### src/rtl/sram_port_arbiter.sv
// Round-robin arbiter sharing one single-port SRAM between an instruction-fetch read port
// and a byte-strobed data port; partial-strobe writes run as read-modify-write.
module sram_port_arbiter #(
    parameter int ADDRESS_WIDTH = 10,
    parameter int DATA_WIDTH    = 32,
    parameter int STRB_WIDTH    = DATA_WIDTH / 8  // derived from DATA_WIDTH; leave at default
) (
    input  logic                     clk,
    input  logic                     rst,

    input  logic                     i_req_valid,
    output logic                     i_req_ready,
    input  logic [ADDRESS_WIDTH-1:0] i_req_addr,
    output logic                     i_resp_valid,
    output logic [DATA_WIDTH-1:0]    i_resp_data,

    input  logic                     d_req_valid,
    output logic                     d_req_ready,
    input  logic [ADDRESS_WIDTH-1:0] d_req_addr,
    input  logic                     d_req_write,
    input  logic [DATA_WIDTH-1:0]    d_req_wdata,
    input  logic [STRB_WIDTH-1:0]    d_req_strb,
    output logic                     d_resp_valid,
    output logic [DATA_WIDTH-1:0]    d_resp_data,

    output logic [ADDRESS_WIDTH-1:0] sram_address,
    output logic [DATA_WIDTH-1:0]    sram_data,
    output logic                     sram_write_not_read,
    output logic                     sram_enable,
    input  logic [DATA_WIDTH-1:0]    sram_rdata
);

    typedef enum logic [2:0] {
        S_IDLE,
        S_RD,
        S_WR,
        S_RMW_RD,
        S_RMW_ACK
    } state_t;

    typedef enum logic {
        G_I,
        G_D
    } grant_t;

    state_t                   state_q, state_d;
    grant_t                   owner_q, owner_d;
    grant_t                   last_q,  last_d;
    logic [ADDRESS_WIDTH-1:0] addr_q,  addr_d;
    logic [DATA_WIDTH-1:0]    wdata_q, wdata_d;
    logic [STRB_WIDTH-1:0]    strb_q,  strb_d;

    logic                     grant_i;
    logic                     grant_d;
    logic [DATA_WIDTH-1:0]    merged;

    // Byte merge for the write half of a read-modify-write.
    always_comb begin
        merged = sram_rdata;
        for (int b = 0; b < STRB_WIDTH; b++) begin
            if (strb_q[b]) begin
                merged[8*b +: 8] = wdata_q[8*b +: 8];
            end
        end
    end

    // Tie goes to the requester not granted last; reset leaves last=I so D wins first.
    always_comb begin
        grant_i = 1'b0;
        grant_d = 1'b0;
        if (state_q == S_IDLE && rst) begin
            if (d_req_valid && (!i_req_valid || last_q == G_I)) begin
                grant_d = 1'b1;
            end else if (i_req_valid) begin
                grant_i = 1'b1;
            end
        end
    end

    // NOTE: every output and next-state signal gets a default before the case so no latch is inferred.
    always_comb begin
        state_d             = state_q;
        owner_d             = owner_q;
        last_d              = last_q;
        addr_d              = addr_q;
        wdata_d             = wdata_q;
        strb_d              = strb_q;

        i_req_ready         = 1'b0;
        d_req_ready         = 1'b0;
        i_resp_valid        = 1'b0;
        i_resp_data         = '0;
        d_resp_valid        = 1'b0;
        d_resp_data         = '0;
        sram_address        = '0;
        sram_data           = '0;
        sram_write_not_read = 1'b1;
        sram_enable         = 1'b0;

        unique case (state_q)
            S_IDLE: begin
                if (grant_i) begin
                    i_req_ready         = 1'b1;
                    owner_d             = G_I;
                    last_d              = G_I;
                    addr_d              = i_req_addr;
                    sram_address        = i_req_addr;
                    sram_write_not_read = 1'b0;
                    state_d             = S_RD;
                end else if (grant_d) begin
                    d_req_ready = 1'b1;
                    owner_d     = G_D;
                    last_d      = G_D;
                    addr_d      = d_req_addr;
                    wdata_d     = d_req_wdata;
                    strb_d      = d_req_strb;
                    if (!d_req_write) begin
                        sram_address        = d_req_addr;
                        sram_write_not_read = 1'b0;
                        state_d             = S_RD;
                    end else if (&d_req_strb) begin
                        sram_address = d_req_addr;
                        sram_data    = d_req_wdata;
                        sram_enable  = 1'b1;
                        state_d      = S_WR;
                    end else if (d_req_strb == '0) begin
                        // Nothing to write: acknowledge without touching the SRAM.
                        state_d = S_WR;
                    end else begin
                        sram_address        = d_req_addr;
                        sram_write_not_read = 1'b0;
                        state_d             = S_RMW_RD;
                    end
                end
            end

            S_RD: begin
                if (owner_q == G_I) begin
                    i_resp_valid = 1'b1;
                    i_resp_data  = sram_rdata;
                end else begin
                    d_resp_valid = 1'b1;
                    d_resp_data  = sram_rdata;
                end
                state_d = S_IDLE;
            end

            S_WR: begin
                d_resp_valid = 1'b1;
                state_d      = S_IDLE;
            end

            S_RMW_RD: begin
                sram_address = addr_q;
                sram_data    = merged;
                sram_enable  = 1'b1;
                state_d      = S_RMW_ACK;
            end

            S_RMW_ACK: begin
                d_resp_valid = 1'b1;
                state_d      = S_IDLE;
            end

            default: begin
                state_d = S_IDLE;
            end
        endcase
    end

    // NOTE: state registers use non-blocking assignments so all flops update together at the edge.
    always_ff @(posedge clk or negedge rst) begin
        if (!rst) begin
            state_q <= S_IDLE;
            owner_q <= G_I;
            last_q  <= G_I;
            addr_q  <= '0;
            wdata_q <= '0;
            strb_q  <= '0;
        end else begin
            state_q <= state_d;
            owner_q <= owner_d;
            last_q  <= last_d;
            addr_q  <= addr_d;
            wdata_q <= wdata_d;
            strb_q  <= strb_d;
        end
    end

    a_no_write_during_read_issue: assert property (
        @(posedge clk) disable iff (!rst) !(sram_enable && !sram_write_not_read));

    a_ready_only_in_idle: assert property (
        @(posedge clk) disable iff (!rst)
        (i_req_ready || d_req_ready) |-> (state_q == S_IDLE));

    a_single_grant: assert property (
        @(posedge clk) disable iff (!rst) !(i_req_ready && d_req_ready));

endmodule

### config.mk
export PLATFORM = sky130hd
export DESIGN_NAME = sram_port_arbiter
export DESIGN_NICKNAME = d
export VERILOG_FILES = /design/src/rtl/sram_port_arbiter.sv
export SDC_FILE = /design/constraint.sdc
export NUM_CORES = 1
export LEC_CHECK = 0
export ABC_AREA = 1
export BUFFER_PORTS_ARGS = -buffer_cell sky130_fd_sc_hd__buf_4
export CORE_ASPECT_RATIO = 0.9
export CORE_MARGIN = 2
export CORE_UTILIZATION = 49
export CTS_BUF_LIST = sky130_fd_sc_hd__clkbuf_4
export CTS_CLUSTER_SIZE = 16
export DETAILED_ROUTE_END_ITERATION = 8
export PLACE_DENSITY_LB_ADDON = 0.3
export SETUP_SLACK_MARGIN = 0.4
export SKIP_LAST_GASP = 1
export SYNTH_ARGS = -nofsm -noshare
export SYNTH_HDL_FRONTEND = slang
export SYNTH_SLANG_ARGS = --single-unit
### constraint.sdc
create_clock -name clk -period 2.34 [get_ports clk]
set_clock_uncertainty 0.1 [all_clocks]
set_input_delay 0.234 -clock clk [delete_from_list [all_inputs] [get_ports clk]]
set_output_delay 0.234 -clock clk [all_outputs]
set_load 0.03 [all_outputs]
### After elaboration in Yosys (flattened, before gate mapping)

Cells that the tools add are included.

| cells by class | value |
|---|---|
| equality and inequality tests | 5 |
| multiplexer cells | 54 |
| bitwise gates (word level) | 2 |
| reductions and logical operators | 11 |

Operators with widths:

| kind | number |
|---|---|
| $mux 32 | 8 |
| $mux 10 | 7 |
| $pmux 32 s2 | 1 |
| $mux 8 | 4 |
| $mux 1 | 27 |
| $pmux 10 s2 | 1 |
| $eq 3x2->1 const B | 2 |
| $mux 3 | 2 |
| $pmux 3 s2 | 1 |
| $logic_not 4->1 | 1 |
| $pmux 1 s2 | 2 |
| $reduce_and 4->1 | 1 |
| $eq 3x1->1 const B | 1 |
| $eq 3x3->1 const B | 1 |
| $logic_not 3->1 | 1 |
| $ne 3x3->1 const B | 1 |
| $reduce_and 3->1 | 1 |
| $logic_and 1x1->1 | 2 |
| $mux 2 | 1 |
| $not 1->1 | 2 |
| $reduce_and 2->1 | 1 |
| $reduce_bool 2->1 | 1 |
| $reduce_or 2->1 | 1 |
| $logic_not 1->1 | 1 |
| $logic_or 1x1->1 | 1 |

| storage, ports and cells | value |
|---|---|
| flip-flop bits (word level) | 50 |
| bits of input ports | 93 |
| output and inout bits | 112 |

### Longest topological paths before layout

Gate-level depths: netlist of run 1.

| logic depth | value |
|---|---|
| word-level depth | 8 |
| depth in mapped cells | 9 |

### Least setup slack after synthesis of run 1

OpenSTA, ideal clock, no wires.

| timing | value |
|---|---|
| path type | reg-to-output |
| start | register state_q[1] |
| end | output port i_resp_data[10] |
| arrival time | 1865 ps |
| slack | 141 ps |
| cell stages (with the launch flop) | 7 |
| buffers on the path | 1 |
| cells stage by stage | dfrtp_1 nor2_2 nand2_1 nor2_1 inv_1 clkbuf_1 nor2_1 |

| on the way | value |
|---|---|
| longest elaborated chain between the ends | 2 |

RTL lines:

| item | line | source |
|---|---|---|
| start, declared | 46 | `state_t state_q, state_d;` |
| start signal, assigned | 181 | `state_q <= state_d;` |
| $eq 3x1->1 | 100 | `unique case (state_q)` |
| $mux 32 | 100 |  |
| end, declared | 15 | `output logic [DATA_WIDTH-1:0] i_resp_data,` |

Every way passes these cells.

### Worst setup path in the final report of run 1

| timing | value |
|---|---|
| start | register state_q[1] |
| end | output port sram_data[24] |

| on the way | value |
|---|---|
| longest elaborated chain between the ends | 6 |
| elaborated cells between the ends (all ways) | 8 |
| classes of those cells | eq/ne: 1; mux: 5; reduce/logical: 2 |

RTL lines:

| item | line | source |
|---|---|---|
| $logic_not 3->1 | 71, 100 |  |
| $logic_and 1x1->1 | 71 | `if (state_q == S_IDLE && rst) begin` |
| $mux 1 | 71 |  |
| $mux 32 | 110 | `end else if (grant_d) begin` |
| $mux 32 | 102 | `if (grant_i) begin` |
| $pmux 32 s2 (*) | 100 |  |
| end, declared | 27 | `output logic [DATA_WIDTH-1:0] sram_data,` |

Every way passes the cells marked *; elsewhere a longest branch is shown, timed or not.

==> out/results.ini, run 1 <==
[global_route]
grt.total_usage_pct=34.92
grt-ovfl-total=0
grt_pass1_wl_um=21580
antenna_found_initial=0
grt_pass1_vias=4377
grt_start_max_net_pins=51

[logic_synthesis]
synth.cell_area_um2=3384
syn_nets=602
synth_cells=509
ys_seq_area_share_pct=36.97
yosys_warnings=0
ys_ff_latch=50
yosysUniqueCellTypes=23
syn_area_per_cell_um2=6.649

[critical_path]
required_ns=2.01
critPathSlowestCell=dfrtp_1
r2r_slack_ns=0.32
cp_max_fo=14
crit_chain=inv_1, nor3_4, bufbuf_16, o211ai_1, o21ai_1, buf_4
criticalPathCategory=reg2out
arrival_ns=2.16
worst-path-buf-inv=3
worst_setup_path_start_kind=flip-flop
max_stage_delay_ns=0.50
end_kind=primary output
path_delay_family=buffers and inverters

[floorplanning]
io_pins=205
die_area_um2=7589
core_area_um2=6621
row_count=28
die_h_um=82.85
die_x_um=91.61
floorplan.initialDensity_pct=51.11

[sta]
setup_slack_ns=-0.1492
tightest_slew_ns=0.8892
timing.fmax_ghz=0.4017
rsz0062_at_grt=true
slew_headroom_pct=40.58
period_needed_ns=2.489
final.setup.tns_ns=-2.626
hold_viol=0
period_share_pct=106.4
setup_viol=67
finalMaxSlewViolations=0

[power]
power_frac_clock_pct=9.9
vdd.ir_drop.worst_mv=0.4235
pwr-share-comb_pct=56.6
p_int_w=0.002240
p_switching_w=0.002161
p_leak_nw=3.339
power_density_nw_per_um2=687.0
power_frac_seq_pct=33.4
swShare_pct=49.10

[drt]
viasPerCell=6.621
drcViolationCount=0
avgRoutedWirePerCell_um=24.87
wl_um=20670
drt_pass1_iterations=8
first_iter_violations=876
ant_nets=0
num_vias=5502

[clock_tree]
clock_sinks=50
numCtsBuffers=5
insertion_delay_ns=0.39
cts_tree=yes
cts_buffer_depth=2
cts.reportedPaths.clkPinSlew_ns=0.17
htree_levels=2
cts-root-buf=clkbuf_4

[flow_run]
cap_violations=0

[hold_path]
min_path_type=in2reg

[place]
port_buffers=204
place.gp.congestion=0.8004
hpwl_um=7939

[outcome]
outcome=complete, but fails checks
violations=setup timing

[final_layout]
antenna_cells=0
fin_nets=833
multi_input_area_um2=2246
syn2layout_area_growth_pct=89.28
drive_gt1_share_pct=49.80
fin_util_pct=96.75
n_fill_cell=122
seq_area_um2=1254

[tightest hold or removal path, cell delays in order]
cell     delay, ns
buf_4         0.11
inv_1         0.09
o21ai_2       0.07
[layer usage]
layer | track usage (%) | share of wire [%] | vias up
met4 | 12.81 | 10 | 0
met1 | 42.44 | 30 | 2420
met5 | 0 | 0 | -
met2 | 60.36 | 45 | 740
li1 | - | - | 2085
met3 | 7.895 | 15 | 257
[synth_stat cells]
cell | number | share of area [%]
inv_1 | 71 | 7.9
o22ai_2 | 1 | 0.37
dfrtp_1 | 50 | 37
buf_2 | 9 | 1.3
buf_6 | 8 | 2.7
clkinv_1 | 4 | 0.44
o211ai_1 | 31 | 6.9
nand2_1 | 138 | 15
nor2_4 | 1 | 0.33
o21ai_2 | 11 | 2.8
nand3_4 | 1 | 0.52
o21ai_0 | 38 | 5.6
xnor2_1 | 1 | 0.26
nor2_2 | 1 | 0.18
nor2_1 | 70 | 7.8
nand3_2 | 1 | 0.30
nor3_2 | 1 | 0.30
inv_2 | 2 | 0.22
a21oi_1 | 1 | 0.15
nor3_1 | 1 | 0.15
nand3_1 | 23 | 3.4
clkbuf_1 | 14 | 1.6
o21ai_1 | 31 | 4.6
[final cells by class]
class / instances / area share, %
repair buffers: 253 / 38.14
multi-input cells: 353 / 35.06
flip-flops and latches: 50 / 19.57
inverters: 77 / 4.629
well taps: 90 / 1.758
clock buffers: 6 / 0.7031
clock inverters: 2 / 0.1367
[worst paths after layout]
| kind | cells past startpoint | endpoint | startpoint |
|---|---|---|---|
| worst min register to register | 2 | addr_q[4]$_DFFE_PN0P_ | addr_q[4]$_DFFE_PN0P_ |
| min in group asynchronous | 3 | strb_q[1]$_DFFE_PN0P_ | rst |
| max in group asynchronous | 3 | state_q[2]$_DFFE_PN0P_ | rst |
| worst max-delay path | 6 | sram_data[24] | state_q[1]$_DFFE_PN0P_ |
| worst max register to register | 10 | wdata_q[9]$_DFFE_PN0P_ | state_q[1]$_DFFE_PN0P_ |
| worst min-delay path | 3 | wdata_q[23]$_DFFE_PN0P_ | d_req_wdata[23] |
[through the flow]
stage | setup WS (ns) | cell area (um^2) | hold slack [ns] | power (W) | std cells
CTS | 0.09703 | 5798 | 0.01447 | 0.003748 | 818
floorplan | 0.2126 | 3503 | -0.1616 | 0.002505 | 509
global placement | 0.4243 | 5075 | 0.3001 | 0.003058 | 785
finish | -0.1492 | 6406 | 0.01847 | 0.004401 | 831
global route | -0.1677 | 6406 | 0.01784 | 0.004510 | 831
detailed placement | 0.2882 | 5075 | 0.3043 | 0.003118 | 785
[repair_timing]
action	4_1_cts	5_1_grt
cloned	7	4
endpoints found under the setup margin	105	143
pin swaps	7	16
setup buffers	13	9
hold buffers	5	0
gates resized for setup	109	97
endpoints found under the hold margin	54	0
[state kept, by name, summed over array words and instances, names as in the netlist]
signal	cells
addr_q	10
state_q	3
last_q	1
strb_q	4
wdata_q	32
[cell usage in the layout, fill, tap and decap left out, types with 3 or more instances in the layout]
cell type	instances
nand2_2	6
clkbuf_4	6
inv_1	69
clkbuf_16	4
inv_2	3
nand3_4	9
clkinv_1	5
o21ai_1	28
buf_16	3
dfrtp_1	48
nand3_2	16
nor2_2	7
buf_4	157
buf_12	7
o21ai_0	16
nor2_4	30
dlygate4sd3_1	5
nand2_1	131
nor2_1	35
o21ai_4	6
buf_6	75
o21ai_2	30
o211ai_1	31
[power groups by stage]
stage / Clock (W) / Combinational [W] / Sequential (W)
after floorplan: 0 / 0.00116 / 0.00135
after global placement: 0 / 0.00168 / 0.00138
after detailed placement: 0 / 0.00173 / 0.00139
after CTS: 0.000399 / 0.00198 / 0.00137
after global routing: 0.000454 / 0.00258 / 0.00148
final: 0.000437 / 0.00249 / 0.00147
[cell families (layout without fill, tap and decap cells)]
family	after synthesis	after routing	share of synthesized area, %
and+or+nand+nor	237	239	28.24
buffers and inverters	108	338	14.09
AOI/OAI and AO/OA	113	113	20.44
xor gates and xnor gates	1	1	0.2588
DFF	50	50	36.97
Power figures use the tool's default switching activity.
==> inputs of run 2 (changes only) <==
--- a/config.mk
+++ b/config.mk
@@ -13,6 +13,7 @@
 export CTS_BUF_LIST = sky130_fd_sc_hd__clkbuf_4
 export CTS_CLUSTER_SIZE = 16
 export DETAILED_ROUTE_END_ITERATION = 8
+export HOLD_SLACK_MARGIN = 0.06
 export PLACE_DENSITY_LB_ADDON = 0.3
 export SETUP_SLACK_MARGIN = 0.4
 export SKIP_LAST_GASP = 1
==> out/results.ini, run 2 (synthesis gave the netlist of run 1 again) <==
[outcome]
outcome=complete, but fails checks
violations=DRC, setup timing

[critical_path]
reg2reg_depth=8  ; -2
worst-path-buf-inv=2  ; -1
r2r_slack_ns=0.33  ; about the same
max_stage_delay_ns=0.48  ; -0.02 ns
crit_chain=nor2_4, nand3_4, nor2_4, buf_6, nand3_4, o21ai_1, buf_4
required_ns=2.01  ; about the same
cp_max_fo=8  ; -6
path_delay_family=simple AND/OR/NAND/NOR gates
worstReg2RegEnd=wdata_q[10]$_DFFE_PN0P_
critPathSlowestCell=dfrtp_1
setup.worst_path.start=state_q[1]$_DFFE_PN0P_
end_kind=primary output
criticalPathCategory=reg2out
worst_setup_path_start_kind=flip-flop
arrival_ns=2.17  ; about the same
reg2reg_from=state_q[1]$_DFFE_PN0P_

[global_route]
grt_pass1_vias=4794  ; +9.5%
grt_pass1_wl_um=23980  ; +11%
grt.total_usage_pct=39.38  ; +4.5 points
antenna_found_initial=0  ; unchanged
grt_start_max_net_pins=51  ; unchanged
grt-ovfl-total=0  ; unchanged

[power]
vdd.ir_drop.worst_mv=0.4624  ; +9.2%
power_density_nw_per_um2=683.4  ; -0.52%
p_leak_nw=3.312  ; -0.79%

[hold_path]
holdPathEnd=wdata_q[3]$_DFFE_PN0P_
min_path_cells=3  ; unchanged
min_path_type=in2reg
min_from=d_req_wdata[3]

[drt]
drcViolationCount=21  ; +21
drt_pass1_iterations=9  ; +1
first_iter_violations=1015  ; +16%
ant_nets=0  ; unchanged
avgRoutedWirePerCell_um=24.77  ; -0.43%
wl_um=20980  ; +1.5%
viasPerCell=6.737  ; +1.7%
num_vias=5706  ; +3.7%

[final_layout]
fin_nets=849  ; +1.9%
fin_cells=847  ; +1.9%
final_common_cell=buf_4
final_cell_mix=buf_4 (159), nand2_1 (136), inv_1 (69)
antenna_cells=0  ; unchanged
syn2layout_area_growth_pct=89.94
largest_reg_flops=32  ; unchanged
reg_top3=wdata_q x32, addr_q x10, strb_q x4
largest_register=wdata_q
final_cell_area_um2=6429  ; +0.35%
drive_gt1_share_pct=45.31  ; -4.5 points
fin_util_pct=97.09  ; +0.34 points

[sta]
finalMaxSlewViolations=0  ; unchanged
setup_viol=54  ; -19%
period_share_pct=106.9  ; +0.49 points
whs_ns=0.04998  ; +0.03152 ns
rsz0062_at_grt=true
setup_slack_ns=-0.1605  ; -0.01135 ns
period_needed_ns=2.501  ; +0.01135 ns
hold_viol=0  ; unchanged
timing.fmax_ghz=0.3999  ; -0.45%
slew_headroom_pct=45.18  ; +4.6 points
tightest_slew_ns=0.8193  ; -0.06986 ns

[place]
dp.cells=785  ; unchanged
place_area_um2=5075  ; unchanged
hpwl_um=7939  ; unchanged
place.gp.congestion=0.8004  ; unchanged
port_buffers=204  ; unchanged

[clock_tree]
htree_levels=2  ; unchanged
cts.reportedPaths.clkPinSlew_ns=0.16  ; about the same
cts_buffer_depth=2  ; unchanged
cts_tree=yes
numCtsBuffers=5  ; unchanged
cts-root-buf=clkbuf_4
clock_sinks=50  ; unchanged
insertion_delay_ns=0.39  ; about the same

[floorplanning]
die_area_um2=7589  ; unchanged
row_count=28  ; unchanged
die_x_um=91.61  ; unchanged
io_pins=205  ; unchanged
floorplan.initialDensity_pct=51.11  ; unchanged
core_area_um2=6621  ; unchanged
die_h_um=82.85  ; unchanged

[flow_run]
cap_violations=0  ; unchanged

## run 2: changes by cell type in the layout (fill, tap and decap cells not counted), sizes merged
cell,before,now
dlygate4sd3,5,30
buf,243,237
clkbuf,10,8
bufbuf,1,0
clkinv,6,5
clkinvlp,0,1
## run 2: layout make-up
class	count	area [um^2]
sequential	50	1254
clock buffer	6	45.04
inverter	77	300.3
clock inverter	2	8.758
tap	90	112.6
timing repair buffer	269	2549
fill	108	192.7
multi-input combinational	353	2160
## run 2: routing by layer
layer,vias up,GRT usage [%],wire (um),part of all wire (%)
met3,293,9.982,3021,14
li1,2102,-,-,-
met5,-,0,0,0
met1,2552,45.34,6213,30
met4,0,17.49,2450,12
met2,759,68.65,9293,44
## run 2: timing repair
action | 4_1_cts | 5_1_grt
gates cloned | 7 | 2
endpoints found under the hold margin | 79 | 0
pin swaps | 7 | 8
setup buffers | 13 | 2
resized for setup | 109 | 75
hold buffers | 30 | 0
endpoints found under the setup margin | 105 | 143
## run 2: through the flow
stage	power, W	setup slack [ns]	TNS (ns)
finish	0.004393	-0.1605	-3.298
floorplan	0.002505	0.2126	0
global placement	0.003058	0.4243	0
global route	0.004471	-0.1647	-4.788
detailed placement	0.003118	0.2882	0
CTS	0.003781	0.09703	0
## run 2: tightest hold or removal path, stage by stage
cell	delay [ns]
buf_4	0.11
inv_1	0.09
o21ai_1	0.09
## run 2: worst max path at each step
| stage | slack, ns | to | depth (start not counted) |
|---|---|---|---|
| after floorplan | 0.21 | sram_data[25] | 6 |
| after global routing | -0.16 | sram_data[28] | 8 |
| after CTS | 0.1 | sram_data[19] | 6 |
| after detailed placement | 0.29 | sram_data[18] | 6 |
| after global placement | 0.42 | sram_data[16] | 6 |
| final | -0.16 | sram_data[14] | 7 |
## run 2: power by group
part | internal [W] | leakage [nW] | switching [W]
Sequential | 0.00119 | 0.621 | 0.000279
Combinational | 0.000889 | 2.66 | 0.00156
Clock | 0.000126 | 0.0331 | 0.000343
Total | 0.00221 | 3.31 | 0.00218
==> inputs of run 3 (changes only) <==
--- a/config.mk
+++ b/config.mk
@@ -20,3 +20,4 @@
 export SYNTH_ARGS = -nofsm -noshare
 export SYNTH_HDL_FRONTEND = slang
 export SYNTH_SLANG_ARGS = --single-unit
+export TNS_END_PERCENT = 30
==> out/results.ini, run 3 (synthesis gave the netlist of run 1 again) <==
[sta]
setup_slack_ns=-0.03583  ; +0.1247 ns
finalMaxSlewViolations=0  ; unchanged
period_needed_ns=2.376  ; -0.1247 ns
hold_viol=0  ; unchanged
timing.fmax_ghz=0.4209  ; +5.2%
tightest_slew_ns=0.9163  ; +0.09703 ns
setup_viol=23  ; -57%
slew_headroom_pct=38.69  ; -6.5 points
whs_ns=0.03650  ; -0.01348 ns
rsz0062_at_grt=true
final.setup.tns_ns=-0.3464  ; +2.951 ns
period_share_pct=101.5  ; -5.3 points

[power]
p_int_w=0.002210  ; about the same
swShare_pct=44.39  ; -5.3 points
p_leak_nw=3.238  ; -2.2%
power_density_nw_per_um2=657.8  ; -3.7%
vdd.ir_drop.worst_mv=0.4258  ; -7.9%
pwr-share-comb_pct=51.6  ; -4.2 points
power_frac_seq_pct=35.2  ; +1.7 points
p_switching_w=0.001764  ; -19%
power_frac_clock_pct=13.2  ; +2.5 points

[clock_tree]
cts_buffer_depth=2  ; unchanged
clock_sinks=50  ; unchanged
cts.reportedPaths.clkPinSlew_ns=0.15  ; about the same
insertion_delay_ns=0.37  ; -0.02 ns
htree_levels=2  ; unchanged
hold_buffers=34  ; +13%
numCtsBuffers=5  ; unchanged
cts-root-buf=clkbuf_4
cts_tree=yes

[outcome]
outcome=complete, but fails checks
violations=setup timing

[place]
place_area_um2=5067  ; -0.15%
hpwl_um=8307  ; +4.6%
port_buffers=204  ; unchanged
dp.cells=784  ; -0.13%
place.gp.congestion=0.8365  ; +4.5%

[critical_path]
criticalPathCategory=reg2out
max_stage_delay_ns=0.44  ; -0.04 ns
required_ns=2.01  ; about the same
r2r_slack_ns=0.09  ; -0.24 ns
path_delay_family=simple AND/OR/NAND/NOR gates
worst-path-buf-inv=1  ; -1
end_kind=primary output
critPathSlowestCell=dfrtp_1
worst_setup_path_start_kind=flip-flop
cp_max_fo=8  ; unchanged
arrival_ns=2.04  ; -0.13 ns
crit_chain=nor2_4, nand3_4, nor2_4, nand3_4, o21ai_2, buf_4

[final_layout]
seq_area_um2=1254  ; unchanged
antenna_cells=0  ; unchanged
syn2layout_area_growth_pct=78.48
fin_cells=841  ; -0.71%
n_fill_cell=290  ; +170%
drive_gt1_share_pct=45.14  ; -0.17 points
final_cell_mix=buf_4 (202), nand2_1 (137), inv_1 (69)
multi_input_area_um2=2093  ; -3.1%
largest_register=wdata_q
final_cell_area_um2=6041  ; -6.0%
final_common_cell=buf_4
reg_top3=wdata_q x32, addr_q x10, strb_q x4
fin_nets=843  ; -0.71%
largest_reg_flops=32  ; unchanged

[global_route]
grt.met1_usage_pct=38.43  ; -6.9 points
grt-ovfl-total=0  ; unchanged
grt_busiest_layer=met2
antenna_found_initial=0  ; unchanged
grt_pass1_wl_um=20470  ; -15%
grt_start_max_net_pins=51  ; unchanged
grt_pass1_vias=4296  ; -10%
grt_util_met3_pct=8.348  ; -1.6 points
grt_util_met2_pct=59.36  ; -9.3 points
grt.total_usage_pct=33.09  ; -6.3 points

[drt]
wl_um=14580  ; -31%
ant_nets=0  ; unchanged
first_iter_violations=265  ; -74%
drt_pass1_iterations=4  ; -5
num_vias=4630  ; -19%
drcViolationCount=0  ; -100%
avgRoutedWirePerCell_um=17.33  ; -30%
viasPerCell=5.505  ; -18%

[floorplanning]
die_x_um=91.61  ; unchanged
row_count=28  ; unchanged
die_area_um2=7589  ; unchanged
floorplan.initialDensity_pct=51.11  ; unchanged
core_area_um2=6621  ; unchanged
die_h_um=82.85  ; unchanged
io_pins=205  ; unchanged

[hold_path]
min_path_type=in2reg

[flow_run]
cap_violations=0  ; unchanged

## run 3: cell count changes in the layout (fill, tap and decap cells not counted), sizes merged
cell / previous run / this run
inv: 73 / 72
clkinvlp: 1 / 0
bufinv: 0 / 1
dlygate4sd3: 30 / 34
buf: 237 / 227
nand3: 27 / 28
## run 3: layer usage
metal / part of all wire, % / vias to the layer above
li1: - / 2101
met5: 0 / -
met4: 2.7 / 0
met2: 51 / 312
met1: 37 / 2174
met3: 9.4 / 43
## run 3: timing repair
item,CTS,global route
cloned,3,2
hold endpoints to repair,84,1
pin swaps,8,15
setup buffers,6,4
resized for setup,60,47
setup endpoints to repair,121,154
## run 3: power groups by stage
stage	registers, W	logic (W)	clock network [W]
floorplan	0.00135	0.00116	0
global placement	0.00138	0.00167	0
detailed placement	0.00139	0.00173	0
CTS	0.00137	0.00187	0.000528
global route	0.00142	0.00219	0.000568
finish	0.00140	0.00205	0.000526
## run 3: final cells by class
class	instances	share of cell area, %
Multi-Input combinational cell	354	34.65
Tap cell	90	1.864
Inverter	77	4.992
Clock inverter	1	0.4971
Timing Repair Buffer	262	36.37
Clock buffer	7	0.8699
Sequential cell	50	20.75
## run 3: through the flow
step	setup slack, ns	utilization, %	total power [W]
after floorplan	0.2126	-	0.002505
after global placement	0.3585	76.53	0.003050
after detailed placement	0.2621	76.53	0.003126
after CTS	-0.01567	87.02	0.003768
after global routing	-0.1448	91.23	0.004177
final	-0.03583	91.23	0.003974
## run 3: worst paths after layout
kind / start / end / cells past startpoint
min reg2reg: wdata_q[30]$_DFFE_PN0P_ / wdata_q[30]$_DFFE_PN0P_ / 2
max in group asynchronous: rst / state_q[2]$_DFFE_PN0P_ / 3
min: d_req_strb[3] / strb_q[3]$_DFFE_PN0P_ / 3
min in group asynchronous: rst / addr_q[6]$_DFFE_PN0P_ / 3
max reg2reg: state_q[0]$_DFFE_PN0P_ / addr_q[3]$_DFFE_PN0P_ / 8
max: state_q[1]$_DFFE_PN0P_ / sram_data[17] / 6
## run 3: tightest hold or removal path: stages
cell	delay, ns
buf_4	0.10
nand2_1	0.06
o21ai_0	0.07
